$ cat src/rtl/pool_1d_pkg.sv
// Shared definitions for the 1-D pooling / unpooling datapath pair.
// Holds default data width and window length, the index width derivation,
// and the two-state window sequencer encoding used by both directions.
package pool_1d_pkg;

    localparam int POOL_DATA_W = 32;
    localparam int POOL_KERNEL = 4;

    // Width of an in-window index. A window of 2 still needs one bit, and
    // $clog2 alone would give the right answer there, but clamp at 1 so a
    // degenerate caller never ends up with a zero-width vector.
    function automatic int idx_w(input int kernel);
        if (kernel <= 2) begin
            return 1;
        end
        return $clog2(kernel);
    endfunction

    // IDLE: waiting for a pooled word. EMIT: streaming the window's beats.
    typedef enum logic [0:0] {
        IDLE = 1'b0,
        EMIT = 1'b1
    } pool_state_e;

endpackage : pool_1d_pkg

$ cat src/rtl/max_unpool_1d.sv
// Streaming 1-D max-unpooling: one pooled value + argmax index in, KERNEL beats out,
// value on the argmax beat and zero elsewhere. First beat one cycle after accept.
// Output holds under ready_out=0; ready_in rises only on the final beat's transfer.
//
// Ports:
//   clk, rst                  - clock, asynchronous active-high reset
//   valid_in/ready_in         - input handshake; input_data, input_idx, last_in
//   valid_out/ready_out       - output handshake; output_data, last_out
//   idx_err, err_cnt          - only with MAX_UNPOOL_IDX_CHECK_EN defined: sticky
//                               out-of-range index flag and 16-bit saturating count
module max_unpool_1d
    import pool_1d_pkg::*;
#(
    parameter int DATA_W = POOL_DATA_W,
    parameter int KERNEL = POOL_KERNEL,
    parameter int IDX_W  = idx_w(KERNEL)
) (
    input  logic              clk,
    input  logic              rst,
    input  logic              valid_in,
    output logic              ready_in,
    input  logic [DATA_W-1:0] input_data,
    input  logic [IDX_W-1:0]  input_idx,
    input  logic              last_in,
    output logic              valid_out,
    input  logic              ready_out,
    output logic [DATA_W-1:0] output_data,
    output logic              last_out
`ifdef MAX_UNPOOL_IDX_CHECK_EN
    ,
    output logic              idx_err,
    output logic [15:0]       err_cnt
`endif
);

    localparam logic [IDX_W-1:0] LAST_POS = IDX_W'(KERNEL - 1);

    pool_state_e       state_q, state_d;
    logic [IDX_W-1:0]  pos_q,   pos_d;
    logic [DATA_W-1:0] val_q,   val_d;
    logic [IDX_W-1:0]  idx_q,   idx_d;
    logic              last_q,  last_d;

    logic at_end;
    logic in_xfer;

    assign at_end  = (pos_q == LAST_POS);
    assign in_xfer = valid_in && ready_in;

    // ------------------------------------------------------------------
    // Window sequencer
    // ------------------------------------------------------------------
    always_ff @(posedge clk or posedge rst) begin
        if (rst) begin
            state_q <= IDLE;
            pos_q   <= '0;
            val_q   <= '0;
            idx_q   <= '0;
            last_q  <= 1'b0;
        end else begin
            state_q <= state_d;
            pos_q   <= pos_d;
            val_q   <= val_d;
            idx_q   <= idx_d;
            last_q  <= last_d;
        end
    end

    always_comb begin
        state_d   = state_q;
        pos_d     = pos_q;
        val_d     = val_q;
        idx_d     = idx_q;
        last_d    = last_q;
        ready_in  = 1'b0;
        valid_out = 1'b0;

        case (state_q)
            IDLE: begin
                ready_in = 1'b1;
                if (valid_in) begin
                    val_d   = input_data;
                    idx_d   = input_idx;
                    last_d  = last_in;
                    pos_d   = '0;
                    state_d = EMIT;
                end
            end

            EMIT: begin
                valid_out = 1'b1;
                // Accept the next window on the cycle the final beat leaves,
                // so back-to-back windows stream with no idle bubble.
                ready_in  = at_end && ready_out;
                if (ready_out) begin
                    if (!at_end) begin
                        pos_d = pos_q + 1'b1;
                    end else if (valid_in) begin
                        val_d   = input_data;
                        idx_d   = input_idx;
                        last_d  = last_in;
                        pos_d   = '0;
                        state_d = EMIT;
                    end else begin
                        state_d = IDLE;
                    end
                end
            end

            default: begin
                state_d = IDLE;
            end
        endcase
    end

    // Outputs decode purely from registered state, so they are stable for as
    // long as ready_out holds the beat. An index >= KERNEL never matches pos,
    // which yields an all-zero window without any extra logic.
    assign output_data = (state_q == EMIT && pos_q == idx_q) ? val_q : '0;
    assign last_out    = (state_q == EMIT) && last_q && at_end;

`ifdef MAX_UNPOOL_IDX_CHECK_EN
    // ------------------------------------------------------------------
    // Out-of-range index monitor (observational only; data path unchanged)
    // ------------------------------------------------------------------
    localparam logic [IDX_W:0] KERNEL_EXT = (IDX_W + 1)'(KERNEL);

    logic        bad_idx;
    logic        idx_err_q, idx_err_d;
    logic [15:0] err_cnt_q, err_cnt_d;

    assign bad_idx = in_xfer && ({1'b0, input_idx} >= KERNEL_EXT);

    always_comb begin
        idx_err_d = idx_err_q;
        err_cnt_d = err_cnt_q;
        if (bad_idx) begin
            idx_err_d = 1'b1;
            if (err_cnt_q != 16'hFFFF) begin
                err_cnt_d = err_cnt_q + 16'd1;
            end
        end
    end

    always_ff @(posedge clk or posedge rst) begin
        if (rst) begin
            idx_err_q <= 1'b0;
            err_cnt_q <= '0;
        end else begin
            idx_err_q <= idx_err_d;
            err_cnt_q <= err_cnt_d;
        end
    end

    assign idx_err = idx_err_q;
    assign err_cnt = err_cnt_q;
`else
    // in_xfer only feeds the index monitor; keep it referenced when absent.
    logic unused_in_xfer;
    assign unused_in_xfer = in_xfer;
`endif

endmodule : max_unpool_1d

$ cat config.mk
export PLATFORM = sky130hd
export DESIGN_NAME = max_unpool_1d
export DESIGN_NICKNAME = d
export VERILOG_FILES = /design/src/rtl/pool_1d_pkg.sv /design/src/rtl/max_unpool_1d.sv
export SDC_FILE = /design/constraint.sdc
export NUM_CORES = 1
export LEC_CHECK = 0
export ABC_CLOCK_PERIOD_IN_PS = 4600
export CELL_PAD_IN_SITES_DETAIL_PLACEMENT = 0
export CELL_PAD_IN_SITES_GLOBAL_PLACEMENT = 1
export CORE_ASPECT_RATIO = 1.4
export CORE_MARGIN = 2
export CORE_UTILIZATION = 38
export CTS_BUF_LIST = sky130_fd_sc_hd__clkbuf_4 sky130_fd_sc_hd__clkbuf_8
export DETAILED_ROUTE_END_ITERATION = 6
export PLACE_DENSITY_LB_ADDON = 0.25
export SYNTH_ARGS = -nofsm -noshare
export SYNTH_HDL_FRONTEND = slang
export SYNTH_SLANG_ARGS = --single-unit
$ cat constraint.sdc
create_clock -name clk -period 4.6 [get_ports clk]
set_input_delay 0.69 -clock clk [delete_from_list [all_inputs] [get_ports clk]]
set_output_delay 0.69 -clock clk [all_outputs]
set_load 0.01 [all_outputs]
# Word-level counts from Yosys, hierarchy flattened
# Index checks and enable logic that the tools add are counted.
classes:
  n_addsub: 1
  n_eq_ne: 4
  n_mux: 23
  n_bitwise: 1
  reduce_logical: 5
ops:
  columns: ["operator", "count"]
  rows:
  - ["$mux W32", 4]
  - ["$pmux W32 S2", 1]
  - ["$mux W2", 6]
  - ["$pmux W2 S2", 2]
  - ["$mux W1", 7]
  - ["$pmux W1 S2", 3]
  - ["$logic_and A1 B1 Y1", 4]
  - ["$add A2 B1 Y2 const B", 1]
  - ["$eq A2 B2 Y1", 1]
  - ["$eq A2 B2 Y1 const B", 1]
  - ["$ne A2 B1 Y1 const B", 1]
  - ["$ne A2 B2 Y1 const B", 1]
  - ["$reduce_and A2 Y1", 1]
  - ["$not A1 Y1", 1]
word_totals:
  register_bits: 38
  input_bits: 39
  wordCells: 39

# Longest topological paths before layout
# Gate-level depths: netlist (run 1).
logic_depth:
  depth_word: 4
  mapped_depth: 5
  mapped_depth_nobuf: 4

# Worst setup path before layout (run 1)
# OpenSTA, ideal clock, no wires.
synth_timing:
  path_type: "register to output"
  start: "reg pos_q[0]"
  end: "out output_data[0]"
  t_arrival_ps: 1183
  t_required_ps: 3910
  path_slack_ps: 2727
  stages_incl_launch_ff: 5
  cell_sequence: "dfrtp_1 xor2_1 nor2_1 clkbuf_1 and3_1"
synth_via:
  elab_chain_cells: 3
synth_lines:
  columns: ["item", "line_no", "source"]
  rows:
  - ["start, declared", "max_unpool_1d.sv:39", "logic [IDX_W-1:0] pos_q, pos_d;"]
  - ["start signal, assigned", "max_unpool_1d.sv:62", "pos_q <= pos_d;"]
  - ["$eq A2 B2 Y1", "max_unpool_1d.sv:119", "assign output_data = (state_q == EMIT && pos_q == idx_q) ? val_q : '0;"]
  - ["$logic_and A1 B1 Y1", "max_unpool_1d.sv:119", null]
  - ["$mux W32", "max_unpool_1d.sv:119", null]
  - ["end, declared", "max_unpool_1d.sv:27", "output logic [DATA_W-1:0] output_data,"]
# No other way between the ends.

# Worst setup path in the final report (run 1)
layout_timing:
  start: "reg state_q"
  end: "out output_data[25]"
layout_via:
  elab_chain_cells: 2
layout_lines:
  columns: ["item", "line_no", "source"]
  rows:
  - ["start, declared", "max_unpool_1d.sv:38", "pool_state_e state_q, state_d;"]
  - ["start signal, assigned", "max_unpool_1d.sv:61", "state_q <= state_d;"]
  - ["$logic_and A1 B1 Y1", "max_unpool_1d.sv:119", null]
  - ["$mux W32", "max_unpool_1d.sv:119", null]
# No other way between the ends.

==> results of run 1 <==
## Yosys cell counts
cell type	n
ha_1	2
o211ai_1	3
and3_1	33
a21oi_1	1
clkbuf_1	7
nor2_1	1
nand4b_1	1
mux2_2	5
nand2_1	4
buf_12	3
xor2_1	2
nand2_8	1
a21bo_4	1
nor3b_1	1
dfrtp_1	38
inv_1	4
mux2_4	30
o21ai_0	1
## power groups by stage
stage | Sequential, mW | Combinational [mW] | Clock, mW
3_3_place_gp | 0.601 | 1.02 | 0
6_report | 0.609 | 1.02 | 0.225
4_1_cts | 0.608 | 1.04 | 0.234
5_1_grt | 0.630 | 1.10 | 0.248
2_1_floorplan | 0.568 | 0.619 | 0
3_5_place_dp | 0.611 | 1.03 | 0
## registers in the layout, summed over array words and instances (netlist names)
signal   cells
last_q       1
state_q      1
idx_q        2
val_q       32
pos_q        2
## layout make-up
cell class                 instances  area, µm²  share of cell area
sequential                        38      950.9              0.3478
clock buffer                       6      82.58             0.03021
inverter                           4      15.01            0.005492
multi-input combinational         86      859.6              0.3144
tap                               64      80.08             0.02929
timing repair buffer              75      745.7              0.2728
## layout by cell type (no fill, tap or decap), types with 2 or more instances in the layout
master           synthesis  final
and3_1                  33     33
buf_4                    0      2
clkbuf_8                 0      6
clkdlybuf4s50_1          0     73
dfrtp_1                 38     38
ha_1                     2      2
inv_1                    4      4
mux2_2                   5      5
mux2_4                  30     30
nand2_1                  4      4
o211ai_1                 3      3
xor2_1                   2      2
## logic make-up (layout without fill, tap and decap cells)
group                      count (synthesis)  in the layout  share of synthesized area
and+or+nand+nor                           41             41                     0.1368
muxes                                     35             35                     0.2650
adders and majority gates                  2              2                    0.01309
DFF                                       38             38                     0.4974
buffers and inverters                     14             85                    0.05301
AOI/OAI and AO/OA                          6              6                    0.02552
xor gates and xnor gates                   2              2                   0.009164
## final timing paths
| path | slack [ps] | start | cells after the start | end |
|---|---|---|---|---|
| max | 1770 | state_q | 2 | output_data[25] |
| min | 510 | val_q[4] | 1 | val_q[4] |
| max reg2reg | 2450 | state_q | 3 | val_q[27] |
| min reg2reg | 510 | val_q[4] | 1 | val_q[4] |
| max in group asynchronous | 3070 | rst | 3 | val_q[11] |
| min in group asynchronous | 790 | rst | 2 | val_q[0] |
## metrics by stage
| step | instance area, µm² | hold WS (ps) | std cells |
|---|---|---|---|
| 2_1_floorplan | 1912 | 471.1 | 138 |
| 3_3_place_gp | 2651 | 480.5 | 267 |
| 3_5_place_dp | 2651 | 484.8 | 267 |
| 4_1_cts | 2734 | 506.0 | 273 |
| 5_1_grt | 2734 | 518.8 | 273 |
| 6_report | 2734 | 505.2 | 273 |
## worst max-delay path: cells and delay by family, from the launching register on
| family | cells | cell delay [ps] |
|---|---|---|
| flops | 1 | 1000 |
| buf+inv | 1 | 540 |
| simple gates | 1 | 300 |
## metal layers
metal | GRT usage | vias to the layer above | wire, µm
li1 | - | 622 | -
met1 | 0.2018 | 639 | 1824
met2 | 0.2756 | 43 | 2193
met3 | 0.04499 | 6 | 240
met4 | 0.05336 | 0 | 59
met5 | 0 | - | 0
==> summary.txt, run 1 <==
Clocking
  • Post-CTS Setup Inserts: 0
  • Root Driver: clkbuf_8
  • Post-cts sizing count: 0
  • H-tree level count: 2
  • Hold buffer count at cts: 0
  • CTS sink count: 38
  • Total CTS buffers: 5
  • Clock slew at reported path FFs: 70 ps
  • CTS tree: built
  • Max Root-Sink Buffers: 2
  • Clk_lat worst skew: 280 ps

Power
  • Sw power: 591.3 µW
  • Clk pwr share: 0.121
  • Max VDD drop: 0.0003187 V
  • Leak: 1.358 nW
  • Power, Total: 1.853 mW
  • Switching share of power: 0.3191
  • Comb power frac: 0.550
  • Cell internal pwr: 1.262 mW
  • P per Cell Area: 677.8 mW/mm²
  • Flop pwr share: 0.329

Setup path
  • Data required, critical path: 3910 ps
  • Worst setup EP type: output port
  • Cells along the critical path: and3_1, clkdlybuf4s50_1
  • Critical-path maximum fanout: 39
  • Slowest CP cell: dfrtp_1
  • Crit path launch type: register
  • Arrival time worst endpoint: 2140 ps
  • CP Class: reg2out
  • Crit-path max cell delay: 1000 ps

Global route
  • Grt ovf: 0
  • Pin count of the biggest net entering global routing: 40
  • Antenna violations before repair: 0
  • Global-route wire length before repair: 7072 µm
  • Vias in the first global route: 1451
  • Total track usage: 0.1631

Yosys
  • Cells after Synth: 138
  • Synth warn: 0
  • Synth Register Bits: 38
  • Mean Syn Cell Area: 13.85 µm²
  • Synth cell types: 18
  • Synth area leaders: dfrtp_1 (50%), mux2_4 (24%), and3_1 (11%)
  • Sequential fraction of the synthesis area: 0.4974
  • Yosys top cell by area: dfrtp_1
  • Net count after synthesis: 179
  • Synth top area share: 0.4974
  • Post-Syn Area: 0.001912 mm²

Outcome
  • Outcome: completed

Floorplanning
  • Die height: 87.93 µm
  • Die area: 0.005622 mm²
  • Chip Width: 63.95 µm
  • Core area: 0.004842 mm²
  • Initial core utilization: 0.3948
  • Core Rows: 30
  • IO Count: 74

Cells and area
  • Ant diodes: 0
  • Final core occ: 0.5646
  • Layout area overhead: 43.00%
  • Nets@finish: 251
  • Layout cell share with drive strength beyond 1: 0.2153
  • Fillers: 415

Detailed routing
  • Residual DRC: 0
  • Routed wire per std cell: 15.82 µm
  • Post-route ant nets: 0
  • Router iterations before antenna repair: 3
  • Total number of vias: 1310
  • DRT Wirelength: 4318 µm
  • DR iter-0 viols: 86
  • DR vias/cell: 4.799

STA
  • Final setup fails: 0
  • Fin Setup TNS: 0 ps
  • Pins Over Slew Limit: 0
  • Fin crit share: 0.6157
  • Fmax: 353.1 MHz
  • Final Hold Fails: 0
  • RSZ-0062 raised after global routing: false
  • Final WS setup: 1768 ps
  • Min Tclk post-route: 2832 ps
  • Slew @ Worst Pin: 1010 ps
  • Worst slew margin: 0.3268
  • Final setup skew: 3.793 ps

Placement
  • RD Place Congestion: 0.7255
  • IO buf count: 73
  • Post-Place Setup Slack: 1951 ps
  • Hpwl dp: 2950 µm

Run
  • Max-cap violation count: 0

Hold path
  • Worst min path class: reg2reg
No activity file was read; power rests on OpenSTA's default activity.
==> run 2: changes to the inputs <==
Settings changed: ABC_CLOCK_PERIOD_IN_PS 4600 to 2730, CORE_UTILIZATION 38 to 35.
Clock period 4.6 ns to 2.73 ns, I/O delays scaled along.
==> run 2 against run 1 <==
Combinational power is 74% higher. Flip-flop and latch count unchanged. Via count rose by 3.3%. Die area up 8.1%. Worst setup slack worse by 1500 ps. Sequential share of layout area is 0.64 points lower. Final cell count increased by 2.2%. Global-route usage fell by 1.2 points. Largest power group unchanged.
==> summary.txt, run 2 (synthesis gave the netlist of run 1 again) <==
Detailed routing
  • DRT Wirelength: 4391 µm
  • Post-route ant nets: 0
  • DR vias/cell: 4.849
  • Routed wire per std cell: 15.74 µm
  • DR iter-0 viols: 99
  • Residual DRC: 0
  • Router iterations before antenna repair: 4
  • Total number of vias: 1353

Clocking
  • CTS tree: built
  • Post-cts sizing count: 0
  • Root Driver: clkbuf_8
  • Max Root-Sink Buffers: 2
  • Post-CTS Setup Inserts: 0
  • Clock slew at reported path FFs: 80 ps
  • Clk_lat worst skew: 290 ps
  • H-tree level count: 2
  • Hold buffer count at cts: 0
  • CTS sink count: 38
  • Total CTS buffers: 5

Floorplanning
  • Die height: 91.45 µm
  • Die area: 0.006078 mm²
  • IO Count: 74
  • Core area: 0.005236 mm²
  • Chip Width: 66.47 µm
  • Core Rows: 31
  • Initial core utilization: 0.3651

Cells and area
  • Regs by FF count: val_q x32, idx_q x2, pos_q x2
  • Most common cell after layout, fill and taps aside: clkdlybuf4s50_1
  • Nets@finish: 253
  • Ant diodes: 0
  • Largest register FFs: 32
  • Layout cell share with drive strength beyond 1: 0.2347
  • Most flop-heavy register: val_q
  • Final instance area: 0.002785 mm²
  • Layout area overhead: 45.68%
  • Most frequent cells in the layout: clkdlybuf4s50_1 (73), dfrtp_1 (38), and3_1 (33)

STA
  • Min Tclk post-route: 2438 ps
  • Final setup skew: 11.43 ps
  • Final Hold Fails: 0
  • Final setup fails: 0
  • Fmax: 410.2 MHz
  • Slew @ Worst Pin: 488.6 ps
  • Fin crit share: 0.8929
  • RSZ-0062 raised after global routing: false
  • Worst slew margin: 0.6742
  • Pins Over Slew Limit: 0
  • Fin Setup TNS: 0 ps

Setup path
  • Data required, critical path: 2320 ps
  • Critical-path maximum fanout: 16
  • Worst setup EP type: output port
  • Arrival time worst endpoint: 2030 ps
  • CP Class: reg2out
  • Crit path launch type: register

Power
  • Max VDD drop: 0.0006230 V
  • Leak: 1.384 nW
  • P per Cell Area: 1174 mW/mm²

Global route
  • Vias in the first global route: 1430
  • GRT met1 Usage: 0.1932
  • Met2 usage: 0.2392
  • Met3 global-route usage: 0.04461
  • Grt ovf: 0
  • Pin count of the biggest net entering global routing: 39
  • Total track usage: 0.1507
  • Global routing's busiest layer: met2
  • Global-route wire length before repair: 7010 µm
  • Antenna violations before repair: 0

Outcome
  • Outcome: completed

Placement
  • IO buf count: 73
  • Hpwl dp: 2963 µm
  • Placed inst area: 0.002671 mm²
  • RD Place Congestion: 0.8085

Run
  • Max-cap violation count: 0

Hold path
  • Worst min path class: reg2reg
[run 2: cell count changes in the layout (fill, tap and decap cells not counted), sizes merged]
cell / previous run / this run
bufinv: 0 / 1
clkbuf: 6 / 7
buf: 2 / 4
[run 2: path summary, 6_finish.rpt]
kind / cells after the start / from / to / slack [ps]
max in group asynchronous: 3 / rst / val_q[13] / 1840
min in group asynchronous: 3 / rst / last_q / 530
worst max-delay path: 5 / pos_q[1] / output_data[10] / 290
worst min-delay path: 1 / val_q[27] / val_q[27] / 500
worst min register to register: 1 / val_q[27] / val_q[27] / 500
worst max register to register: 4 / state_q / val_q[23] / 700
[run 2: worst max-delay path, stage by stage, from the launching register on]
cell and delay [ps]:
dfrtp_1 450, xor2_1 170, nor2_2 160, buf_4 210, and3_1 190, clkdlybuf4s50_1 550
[run 2: per-layer routing]
layer | up-vias | wire length (µm)
met5 | - | 0
met4 | 0 | 68
met3 | 6 | 258
met2 | 50 | 2240
met1 | 665 | 1824
li1 | 632 | -
[run 2: cell type report]
class                      instances  area, µm²
fill                             458       2451
sequential                        38      950.9
multi-input combinational         86      862.1
timing repair buffer              77      760.7
clock buffer                       7      83.83
tap                               66      82.58
clock inverter                     1      30.03
inverter                           4      15.01
[run 2: per-stage QoR]
step           std cells  setup WS [ps]  hold WS [ps]  total power, mW  utilization
3_3_place_gp         271          676.9         479.7            2.760       0.5102
6_report             279          292.4         502.1            3.270       0.5319
3_5_place_dp         271          630.9         484.5            2.800       0.5102
5_1_grt              279          211.1         513.9            3.467       0.5319
2_1_floorplan        138           1137         471.1            2.000            -
4_1_cts              279          286.2         505.5            3.307       0.5319
[run 2: power by group]
group / leakage [nW] / internal (mW) / total [mW] / switching [mW]
registers: 0.453 / 0.843 / 1.01 / 0.168
clock network: 0.0593 / 0.293 / 0.486 / 0.193
logic: 0.871 / 1.12 / 1.77 / 0.657
total: 1.38 / 2.25 / 3.27 / 1.02
